### config.mk
export PLATFORM = sky130hd
export DESIGN_NAME = dma_mm_copy_master
export DESIGN_NICKNAME = d
export VERILOG_FILES = /design/src/rtl/dma_copy_pkg.sv /design/src/rtl/dma_mm_copy_master.sv
export SDC_FILE = /design/constraint.sdc
export NUM_CORES = 1
export LEC_CHECK = 0
export ABC_AREA = 1
export BUFFER_PORTS_ARGS = -buffer_cell sky130_fd_sc_hd__buf_2
export CELL_PAD_IN_SITES_DETAIL_PLACEMENT = 1
export CELL_PAD_IN_SITES_GLOBAL_PLACEMENT = 2
export CORE_MARGIN = 5
export CORE_UTILIZATION = 33
export DETAILED_ROUTE_END_ITERATION = 16
export GPL_TIMING_DRIVEN = 0
export PLACE_DENSITY = 0.95
export SYNTH_ARGS = -nofsm -noshare
export SYNTH_HDL_FRONTEND = slang
export SYNTH_SLANG_ARGS = --single-unit
### constraint.sdc
create_clock -name clk -period 4.5 [get_ports clk]
set_input_delay 0.225 -clock clk [delete_from_list [all_inputs] [get_ports clk]]
set_output_delay 0.225 -clock clk [all_outputs]
set_load 0.01 [all_outputs]
### src/rtl/dma_copy_pkg.sv
// Shared types and constants for the memory-to-memory copy master.
package dma_copy_pkg;

    localparam int unsigned DMA_ADDR_W = 17;
    localparam int unsigned DMA_DATA_W = 32;
    localparam int unsigned DMA_DEPTH  = 102400;

    localparam logic [3:0] DMA_BYTEEN = 4'hF;

    typedef enum logic [2:0] {
        StIdle,
        StRd,
        StCap,
        StWr,
        StDone
    } dma_state_e;

endpackage

### src/rtl/dma_mm_copy_master.sv
// Avalon-MM master copying words within a single-port RAM (read latency 1).
// Each word takes three cycles: read address, capture into the holding
// register, write. Bus outputs are registered from the next-state decode.
module dma_mm_copy_master
    import dma_copy_pkg::*;
#(
    parameter int unsigned ADDR_W = DMA_ADDR_W,
    parameter int unsigned DATA_W = DMA_DATA_W,
    parameter int unsigned DEPTH  = DMA_DEPTH
) (
    input  logic              clk,
    input  logic              reset_n,
    input  logic              start,
    input  logic [ADDR_W-1:0] src_addr,
    input  logic [ADDR_W-1:0] dst_addr,
    input  logic [ADDR_W:0]   length,
    output logic              busy,
    output logic              done,
    output logic              err,
    output logic [ADDR_W-1:0] avm_address,
    output logic              avm_chipselect,
    output logic              avm_write,
    output logic [3:0]        avm_byteenable,
    output logic [DATA_W-1:0] avm_writedata,
    input  logic [DATA_W-1:0] avm_readdata,
    output logic              avm_clken
);

    localparam logic [ADDR_W+1:0] DepthExt = (ADDR_W + 2)'(DEPTH);
    localparam logic [ADDR_W-1:0] AddrOne  = ADDR_W'(1);
    localparam logic [ADDR_W:0]   LenOne   = (ADDR_W + 1)'(1);

    dma_state_e state_q, state_d;

    logic [ADDR_W-1:0] src_q, src_d;
    logic [ADDR_W-1:0] dst_q, dst_d;
    logic [ADDR_W:0]   len_q, len_d;
    logic [DATA_W-1:0] hold_q;

    logic [ADDR_W-1:0] addr_q, addr_d;
    logic              cs_q, cs_d;
    logic              we_q, we_d;
    logic [3:0]        be_q, be_d;
    logic              done_q, done_d;
    logic              err_q, err_d;

    logic [ADDR_W+1:0] src_end;
    logic [ADDR_W+1:0] dst_end;
    logic              reject;

    // Two extra bits so the end address cannot overflow before comparison.
    assign src_end = {2'b00, src_addr} + {1'b0, length};
    assign dst_end = {2'b00, dst_addr} + {1'b0, length};
    assign reject  = (src_end > DepthExt) || (dst_end > DepthExt);

    // State register.
    always_ff @(posedge clk or negedge reset_n) begin
        if (!reset_n) begin
            state_q <= StIdle;
        end else begin
            state_q <= state_d;
        end
    end

    // Next-state decode.
    always_comb begin
        state_d = state_q;
        unique case (state_q)
            StIdle: begin
                if (start) begin
                    state_d = (reject || (length == '0)) ? StDone : StRd;
                end
            end
            StRd:    state_d = StCap;
            StCap:   state_d = StWr;
            StWr:    state_d = (len_q == LenOne) ? StDone : StRd;
            StDone:  state_d = StIdle;
            default: state_d = StIdle;
        endcase
    end

    // Command latch and per-word address/length stepping.
    always_comb begin
        src_d = src_q;
        dst_d = dst_q;
        len_d = len_q;
        if ((state_q == StIdle) && start) begin
            src_d = src_addr;
            dst_d = dst_addr;
            len_d = length;
        end else if (state_q == StWr) begin
            src_d = src_q + AddrOne;
            dst_d = dst_q + AddrOne;
            len_d = len_q - LenOne;
        end
    end

    // Bus and status outputs for the upcoming state; address uses stepped counters.
    always_comb begin
        addr_d = addr_q;
        cs_d   = 1'b0;
        we_d   = 1'b0;
        be_d   = 4'h0;
        done_d = 1'b0;
        err_d  = 1'b0;
        unique case (state_d)
            StRd: begin
                cs_d   = 1'b1;
                addr_d = src_d;
            end
            StWr: begin
                cs_d   = 1'b1;
                we_d   = 1'b1;
                addr_d = dst_d;
                be_d   = DMA_BYTEEN;
            end
            StDone: begin
                done_d = 1'b1;
                // Only a command rejected straight out of idle reports an error.
                err_d  = (state_q == StIdle) && reject;
            end
            default: ;
        endcase
    end

    // Datapath and registered output flops.
    always_ff @(posedge clk or negedge reset_n) begin
        if (!reset_n) begin
            src_q  <= '0;
            dst_q  <= '0;
            len_q  <= '0;
            hold_q <= '0;
            addr_q <= '0;
            cs_q   <= 1'b0;
            we_q   <= 1'b0;
            be_q   <= 4'h0;
            done_q <= 1'b0;
            err_q  <= 1'b0;
        end else begin
            src_q  <= src_d;
            dst_q  <= dst_d;
            len_q  <= len_d;
            if (state_q == StCap) begin
                hold_q <= avm_readdata;
            end
            addr_q <= addr_d;
            cs_q   <= cs_d;
            we_q   <= we_d;
            be_q   <= be_d;
            done_q <= done_d;
            err_q  <= err_d;
        end
    end

    assign busy           = (state_q != StIdle);
    assign done           = done_q;
    assign err            = err_q;
    assign avm_address    = addr_q;
    assign avm_chipselect = cs_q;
    assign avm_write      = we_q;
    assign avm_byteenable = be_q;
    assign avm_writedata  = hold_q;
    assign avm_clken      = 1'b1;

endmodule

## Word level (Yosys, flattened, before mapping)

Cells that the tools add are included.

| cells by class | value |
|---|---|
| add/subtract/negate cells | 5 |
| magnitude comparators | 2 |
| eq/ne operators | 7 |
| muxes and demuxes | 16 |
| reductions and logical operators | 10 |

Operators by type and width:

| operator | number |
|---|---|
| 2-to-1 mux 17 bit | 4 |
| adder 17 x 18 -> 19 bit | 2 |
| greater-than comparator 19 x 17 -> 1 bit (second input constant) | 2 |
| 2-to-1 mux 18 bit | 2 |
| adder 17 x 1 -> 17 bit (second input constant) | 2 |
| case mux 17 bit (2 select lines) | 1 |
| equality test 18 x 1 -> 1 bit (second input constant) | 1 |
| zero test 18 bit | 1 |
| subtractor 18 x 1 -> 18 bit (second input constant) | 1 |
| case mux 3 bit (4 select lines) | 1 |
| equality test 3 x 2 -> 1 bit (second input constant) | 3 |
| 2-to-1 mux 3 bit | 3 |
| equality test 3 x 1 -> 1 bit (second input constant) | 2 |
| 2-to-1 mux 1 bit | 4 |
| 2-to-1 mux 4 bit | 1 |
| nonzero test 2 bit | 2 |
| equality test 3 bit (second input constant) | 1 |
| zero test 3 bit | 1 |
| nonzero test 3 bit | 1 |
| logical AND 1 bit | 2 |
| logical OR 1 bit | 2 |
| OR reduction 2 bit | 1 |

| word-level totals | value |
|---|---|
| bits in registers | 112 |
| output and inout bits | 59 |
| word-level logic and storage cells | 51 |

## Longest topological paths before layout

| depth | value |
|---|---|
| depth in word-level cells | 10 |
| mapped depth | 22 |
| mapped depth without buffers | 21 |

## Least setup slack after synthesis

No wires, ideal clock.

| timing | value |
|---|---|
| kind | input port to flip-flop |
| start point | in dst_addr[0] |
| end point | reg addr_q[10] (netlist: avm_address[10]) |
| setup time | 0.117 ns |
| arrival | 2.314 ns |
| setup slack | 2.069 ns |
| stages | 18 |
| path buffers | 1 |
| cell sequence | ha_1 inv_1 fa_1 inv_1 nand3_1 nand3_1 nand2_1 nand2_1 nand3_1 nand2_1 nand2_1 nand2_1 nand4_1 o21ai_2 nand4_4 buf_2 nand3_1 nand2_1 |

| between the ends | value |
|---|---|
| longest elaborated chain between the ends | 9 |

RTL lines:

| element | RTL line | source |
|---|---|---|
| from (decl) | dma_mm_copy_master.sv:15 | `input logic [ADDR_W-1:0] dst_addr,` |
| adder 17 x 18 -> 19 bit * | dma_mm_copy_master.sv:53 | `assign dst_end = {2'b00, dst_addr} + {1'b0, length};` |
| greater-than comparator 19 x 17 -> 1 bit * | dma_mm_copy_master.sv:54 | `assign reject = (src_end > DepthExt) \|\| (dst_end > DepthExt);` |
| logical OR 1 bit * | dma_mm_copy_master.sv:54 |  |
| logical OR 1 bit * | dma_mm_copy_master.sv:71 | `state_d = (reject \|\| (length == '0)) ? StDone : StRd;` |
| 2-to-1 mux 3 bit * | dma_mm_copy_master.sv:71 |  |
| 2-to-1 mux 3 bit * | dma_mm_copy_master.sv:70 | `if (start) begin` |
| case mux 3 bit (4 select lines) * | dma_mm_copy_master.sv:68 | `unique case (state_q)` |
| equality test 3 x 2 -> 1 bit or equality test 3 x 1 -> 1 bit (tied branches) | dma_mm_copy_master.sv:106 | `unique case (state_d)` |
| case mux 17 bit (2 select lines) or nonzero test 2 bit (tied branches) | -- |  |
| to (signal assigned) | dma_mm_copy_master.sv:146 | `addr_q <= addr_d;` |
| to (decl) | dma_mm_copy_master.sv:40 | `logic [ADDR_W-1:0] addr_q, addr_d;` |

Mark *: on every way between the ends. The rest lies on a longest branch, timed or not.
A chain may end at the register's enable or synchronous reset.

## Worst setup path after layout

| timing | value |
|---|---|
| start point | in length[0] |
| end point | reg addr_q[15] (netlist: avm_address[15]) |

| between the ends | value |
|---|---|
| longest elaborated chain between the ends | 9 |

RTL lines:

| element | RTL line | source |
|---|---|---|
| from (decl) | dma_mm_copy_master.sv:16 | `input logic [ADDR_W:0] length,` |
| adder 17 x 18 -> 19 bit (on tied branches) | dma_mm_copy_master.sv:52, dma_mm_copy_master.sv:53 |  |
| greater-than comparator 19 x 17 -> 1 bit | dma_mm_copy_master.sv:54 |  |
| logical OR 1 bit | dma_mm_copy_master.sv:54 |  |
| logical OR 1 bit * | dma_mm_copy_master.sv:71 |  |
| 2-to-1 mux 3 bit * | dma_mm_copy_master.sv:71 |  |
| 2-to-1 mux 3 bit * | dma_mm_copy_master.sv:70 |  |
| case mux 3 bit (4 select lines) * | dma_mm_copy_master.sv:68 |  |
| equality test 3 x 2 -> 1 bit or equality test 3 x 1 -> 1 bit (tied branches) | dma_mm_copy_master.sv:106 |  |
| case mux 17 bit (2 select lines) or nonzero test 2 bit (tied branches) | -- |  |

Marks and branches as above.

==> results.txt <==
* Run status: complete, no violations
* Layout Nets: 1482
- For this run, the total global-route usage over all layers was measured as 0.217.
- Counting tap cells, the placed design contains a total of 1662 instances.
* Synth Cell Area: 7940 sq um
- GR Layer Usage met2: 0.376
- The detailed router finished its first iteration with 470 violations.
- Standard-cell rows: 56
- Sorting the synthesized cells by area gives the leading types as sky130_fd_sc_hd__dfrtp_1 34%, sky130_fd_sc_hd__nand2_1 22%, sky130_fd_sc_hd__inv_1 7.4%, sky130_fd_sc_hd__ha_1 6.0%, sky130_fd_sc_hd__nand3_1 5.5%.
* Pin count of the biggest net entering global routing: 95
- Hold Worst Slack: 0.0550 ns
* Least setup slack across all paths after layout: 1.44 ns
- STA classifies the critical path endpoint as a register.
* Area of the multi-input gates: 4480 sq um
- STA classifies the critical path startpoint as a primary input.
- The count of endpoints failing hold in the final timing report was 0.
- The routed layout has between 8000 and 9000 vias.
- In the synthesized netlist the dominant register cell turns out to be sky130_fd_sc_hd__dfrtp_1.
* # setup viols final: 0
- Measured along the y axis, the die boundary spans between 150 and 200 microns.
- In this run, post-CTS repair resized a total of 0 instances.
- Across the run, the number of max-cap violations was 0.
- CTS sink count: 108
- Worst rel slew slack: 0.364
- Summing all non-filler instances in the final layout gives an area of 9430 sq um.
- Once layout is complete, the cells apart from fillers number 1679.
- Final worst clock skew: roughly 0.015 ns
- Power after layout: 5.18 mW
* Final WL: 29100 microns
- Setup slack on the worst flop-to-flop path: 1.77 ns
- Setup repair after global routing missed its margin: false
* Static leakage: roughly 5.2 nW
* Shortest clock period the worst path allows after layout: 3.06 ns
- Maximum level of the CTS H-tree: 3
- Cell count after synthesis: roughly 1200
* Estimated wirelength of the detail-placed design: 24000 microns
* Required @ worst endpoint: 4.76 ns
- FF+latch count, synth: 108
- Final GP Congestion: 0.877
- Dividing the detail-routed via count by the number of cells gives 4.87.
- Summed over all instances, the cell type with the most area after synthesis is sky130_fd_sc_hd__dfrtp_1.
* Area of all sequential standard cells: 2700 sq um
* Number of enable-type register cells in the synthesized netlist: 0
* Tightest Hold Check Type: primary input to register
- For this run, the detailed router's first-pass iteration total came to 5.
* Post-Place Setup Slack: 1.01 ns
- Final setup TNS: 0 ns
- CTS max path bufs: 2
- Fraction of post-synthesis cell area in the top cell type by area: 0.341
- Of all nets on the critical path, the largest fanout is 10.
- By count the netlist is led by 473 x sky130_fd_sc_hd__nand2_1, 156 x sky130_fd_sc_hd__inv_1, 108 x sky130_fd_sc_hd__dfrtp_1.
- For this configuration, the core starts out at a cell density of 0.336.
- Gr ovfl total: 0
* Clock tree root buffer cell: sky130_fd_sc_hd__clkbuf_16
- Global routing met3 resource utilization: 0.0345
* Max-slew violations: 0
- For this run, the register share of the synthesized area comes to 0.341.
* Share of synthesized flip-flops with an asynchronous set or reset: 1.00
* Die outline width: 165 microns
- By startpoint and endpoint, the worst setup path is classified as primary input to register.
* Layout overhead on the synthesized area: 18.8%
* Maximum clock rate: around 330 MHz
* Layer carrying the most global-route usage: met2
* Number of antenna violations at the first check in global routing: 0
* Slew at the pin closest to its max-slew limit: 0.955 ns
- In this run the critical register-to-register path is launched from state_q[0]$_DFF_PN0_.
- In this run the worst setup path begins at length[0].
* Share of the core filled with cells: 0.399
* I/O pin count: 146
- Port bufs: approximately 140
- Global-route wire length before repair: ~46000 microns
- Synth Warn #: 0
- Pwr/cell area: around 550 nW/um^2
- Placed cell area: between 9000 and 10000 sq um
- Count of fill cells added during filler insertion: 3128
- The startpoint identified for the worst hold timing path is avm_readdata[22].
- Layout cell share with drive strength beyond 1: 0.143
- Number of distinct library cell variants in the gate-level netlist after synthesis: 46
* Met1 Use GR: 0.289
* Die outline area: approximately 27000 sq um
- Clock transition at the registers of the reported paths: ~0.08 ns
- Remaining routing DRC violations: 0
- Clock tree from TritonCTS: yes
- Averaged over all synthesized cells, the footprint is 6.62 sq um.
* Later-pin clock latency in the skew report: approximately 0.37 ns
- Routed length per instance: 17.3 microns
- After floorplanning, the core was sized to cover 23600 sq um.
* Most frequent cell after synthesis: sky130_fd_sc_hd__nand2_1
* Fin crit share: 0.680
* Data arrival time of the worst path: 3.32 ns
* Remaining antenna violation count after routing: 0
* ANT cells: 0
* Net count after synthesis: between 1000 and 1500
- The number of global-route vias before repair came to 8582.
- IR analysis of the VDD net gives a maximum drop of 0.231 mV.
- TritonCTS created 9 clock buffers.
final timing paths:
check                      depth (start not counted)                             to
min in group asynchronous                          2                 done$_DFF_PN0_
max reg2reg                                        8    avm_address[15]$_DFFE_PN0P_
max                                               19    avm_address[15]$_DFFE_PN0P_
max in group asynchronous                          3             dst_q[3]$_DFF_PN0_
min reg2reg                                        2  avm_writedata[17]$_DFFE_PN0N_
min                                                3  avm_writedata[22]$_DFFE_PN0N_
state kept, by name, indices dropped and copies added, names as in the netlist, 3 cells and up:
signal,flops
dst_q,17
state_q,3
len_q,18
avm_address,17
avm_writedata,32
src_q,17
cell type report:
type | instances | share of cell area
clock inverter | 7 | 0.0106
timing repair buffer | 146 | 0.0811
tap | 319 | 0.0423
inverter | 161 | 0.0641
buffer | 32 | 0.0163
clock buffer | 9 | 0.0239
sequential | 108 | 0.287
multi-input combinational | 897 | 0.475
where the power goes:
part | internal [mW] | switching (mW) | leakage [nW]
Sequential | 1.44 | 0.337 | 1.32
Combinational | 0.878 | 1.65 | 3.68
Clock | 0.454 | 0.420 | 0.160
timing repair:
action | in CTS | in global routing
hold endpoints to repair | 14 | 0
hold buffers | 1 | 0
buffers inserted | 0 | 0
critical path, stage by stage:
cell	delay (ns)
sky130_fd_sc_hd__buf_2	0.18
sky130_fd_sc_hd__ha_1	0.25
sky130_fd_sc_hd__inv_1	0.07
sky130_fd_sc_hd__fa_1	0.44
sky130_fd_sc_hd__inv_1	0.14
sky130_fd_sc_hd__nand3_1	0.08
sky130_fd_sc_hd__nand3_1	0.17
sky130_fd_sc_hd__nand2_1	0.10
sky130_fd_sc_hd__nand2_1	0.11
sky130_fd_sc_hd__nand3_1	0.12
sky130_fd_sc_hd__nand2_1	0.09
sky130_fd_sc_hd__nand2_1	0.05
sky130_fd_sc_hd__nand2_1	0.10
sky130_fd_sc_hd__nand4_1	0.11
sky130_fd_sc_hd__o21ai_2	0.37
sky130_fd_sc_hd__nand4_4	0.26
sky130_fd_sc_hd__buf_2	0.27
sky130_fd_sc_hd__nand3_1	0.10
sky130_fd_sc_hd__nand2_1	0.07
cells by family (layout without fill, tap and decap cells):
logic type,count (synthesis),after routing,share of synthesized area
AO/OA/AOI/OAI,114,114,0.0832
XOR/XNOR,38,38,0.0419
adder cells (fa/ha/maj),40,40,0.0650
buffers and inverters,193,355,0.0955
flip-flops,108,108,0.341
other,1,1,0.000473
AND/OR/NAND/NOR,704,704,0.373
layout by cell type, fill, tap and decap left out, types with 2 or more instances in the layout:
| cell | count |
|---|---|
| sky130_fd_sc_hd__o21ai_1 | 5 |
| sky130_fd_sc_hd__a21oi_1 | 27 |
| sky130_fd_sc_hd__or2_2 | 5 |
| sky130_fd_sc_hd__nor3_1 | 17 |
| sky130_fd_sc_hd__o21ai_0 | 50 |
| sky130_fd_sc_hd__and2_1 | 2 |
| sky130_fd_sc_hd__clkbuf_16 | 9 |
| sky130_fd_sc_hd__o311ai_0 | 2 |
| sky130_fd_sc_hd__nand3b_1 | 8 |
| sky130_fd_sc_hd__fa_1 | 2 |
| sky130_fd_sc_hd__inv_2 | 3 |
| sky130_fd_sc_hd__nor2_1 | 73 |
| sky130_fd_sc_hd__buf_1 | 5 |
| sky130_fd_sc_hd__buf_2 | 146 |
| sky130_fd_sc_hd__xor2_1 | 30 |
| sky130_fd_sc_hd__nand2_1 | 473 |
| sky130_fd_sc_hd__nand4_1 | 14 |
| sky130_fd_sc_hd__xnor2_1 | 8 |
| sky130_fd_sc_hd__nor4_1 | 5 |
| sky130_fd_sc_hd__nor3_2 | 3 |
| sky130_fd_sc_hd__a31oi_1 | 2 |
| sky130_fd_sc_hd__o21a_1 | 5 |
| sky130_fd_sc_hd__ha_1 | 38 |
| sky130_fd_sc_hd__clkbuf_1 | 18 |
| sky130_fd_sc_hd__nand3_1 | 88 |
| sky130_fd_sc_hd__inv_8 | 4 |
| sky130_fd_sc_hd__clkinv_1 | 2 |
| sky130_fd_sc_hd__buf_4 | 5 |
| sky130_fd_sc_hd__nor3b_1 | 2 |
| sky130_fd_sc_hd__a22o_1 | 2 |
| sky130_fd_sc_hd__nand3_2 | 2 |
| sky130_fd_sc_hd__dfrtp_1 | 108 |
| sky130_fd_sc_hd__o221ai_1 | 3 |
| sky130_fd_sc_hd__nand2_2 | 3 |
| sky130_fd_sc_hd__nor2_2 | 4 |
| sky130_fd_sc_hd__inv_1 | 156 |
| sky130_fd_sc_hd__a221oi_1 | 2 |
| sky130_fd_sc_hd__o211ai_1 | 13 |
routing by layer:
| metal | vias up | wire length (microns) |
|---|---|---|
| met5 | - | 0 |
| met4 | 0 | 427 |
| met3 | 23 | 1170 |
| met2 | 123 | 14200 |
| met1 | 3940 | 13300 |
| li1 | 4092 | - |
Note: power is estimated with default switching activity, not from simulation.
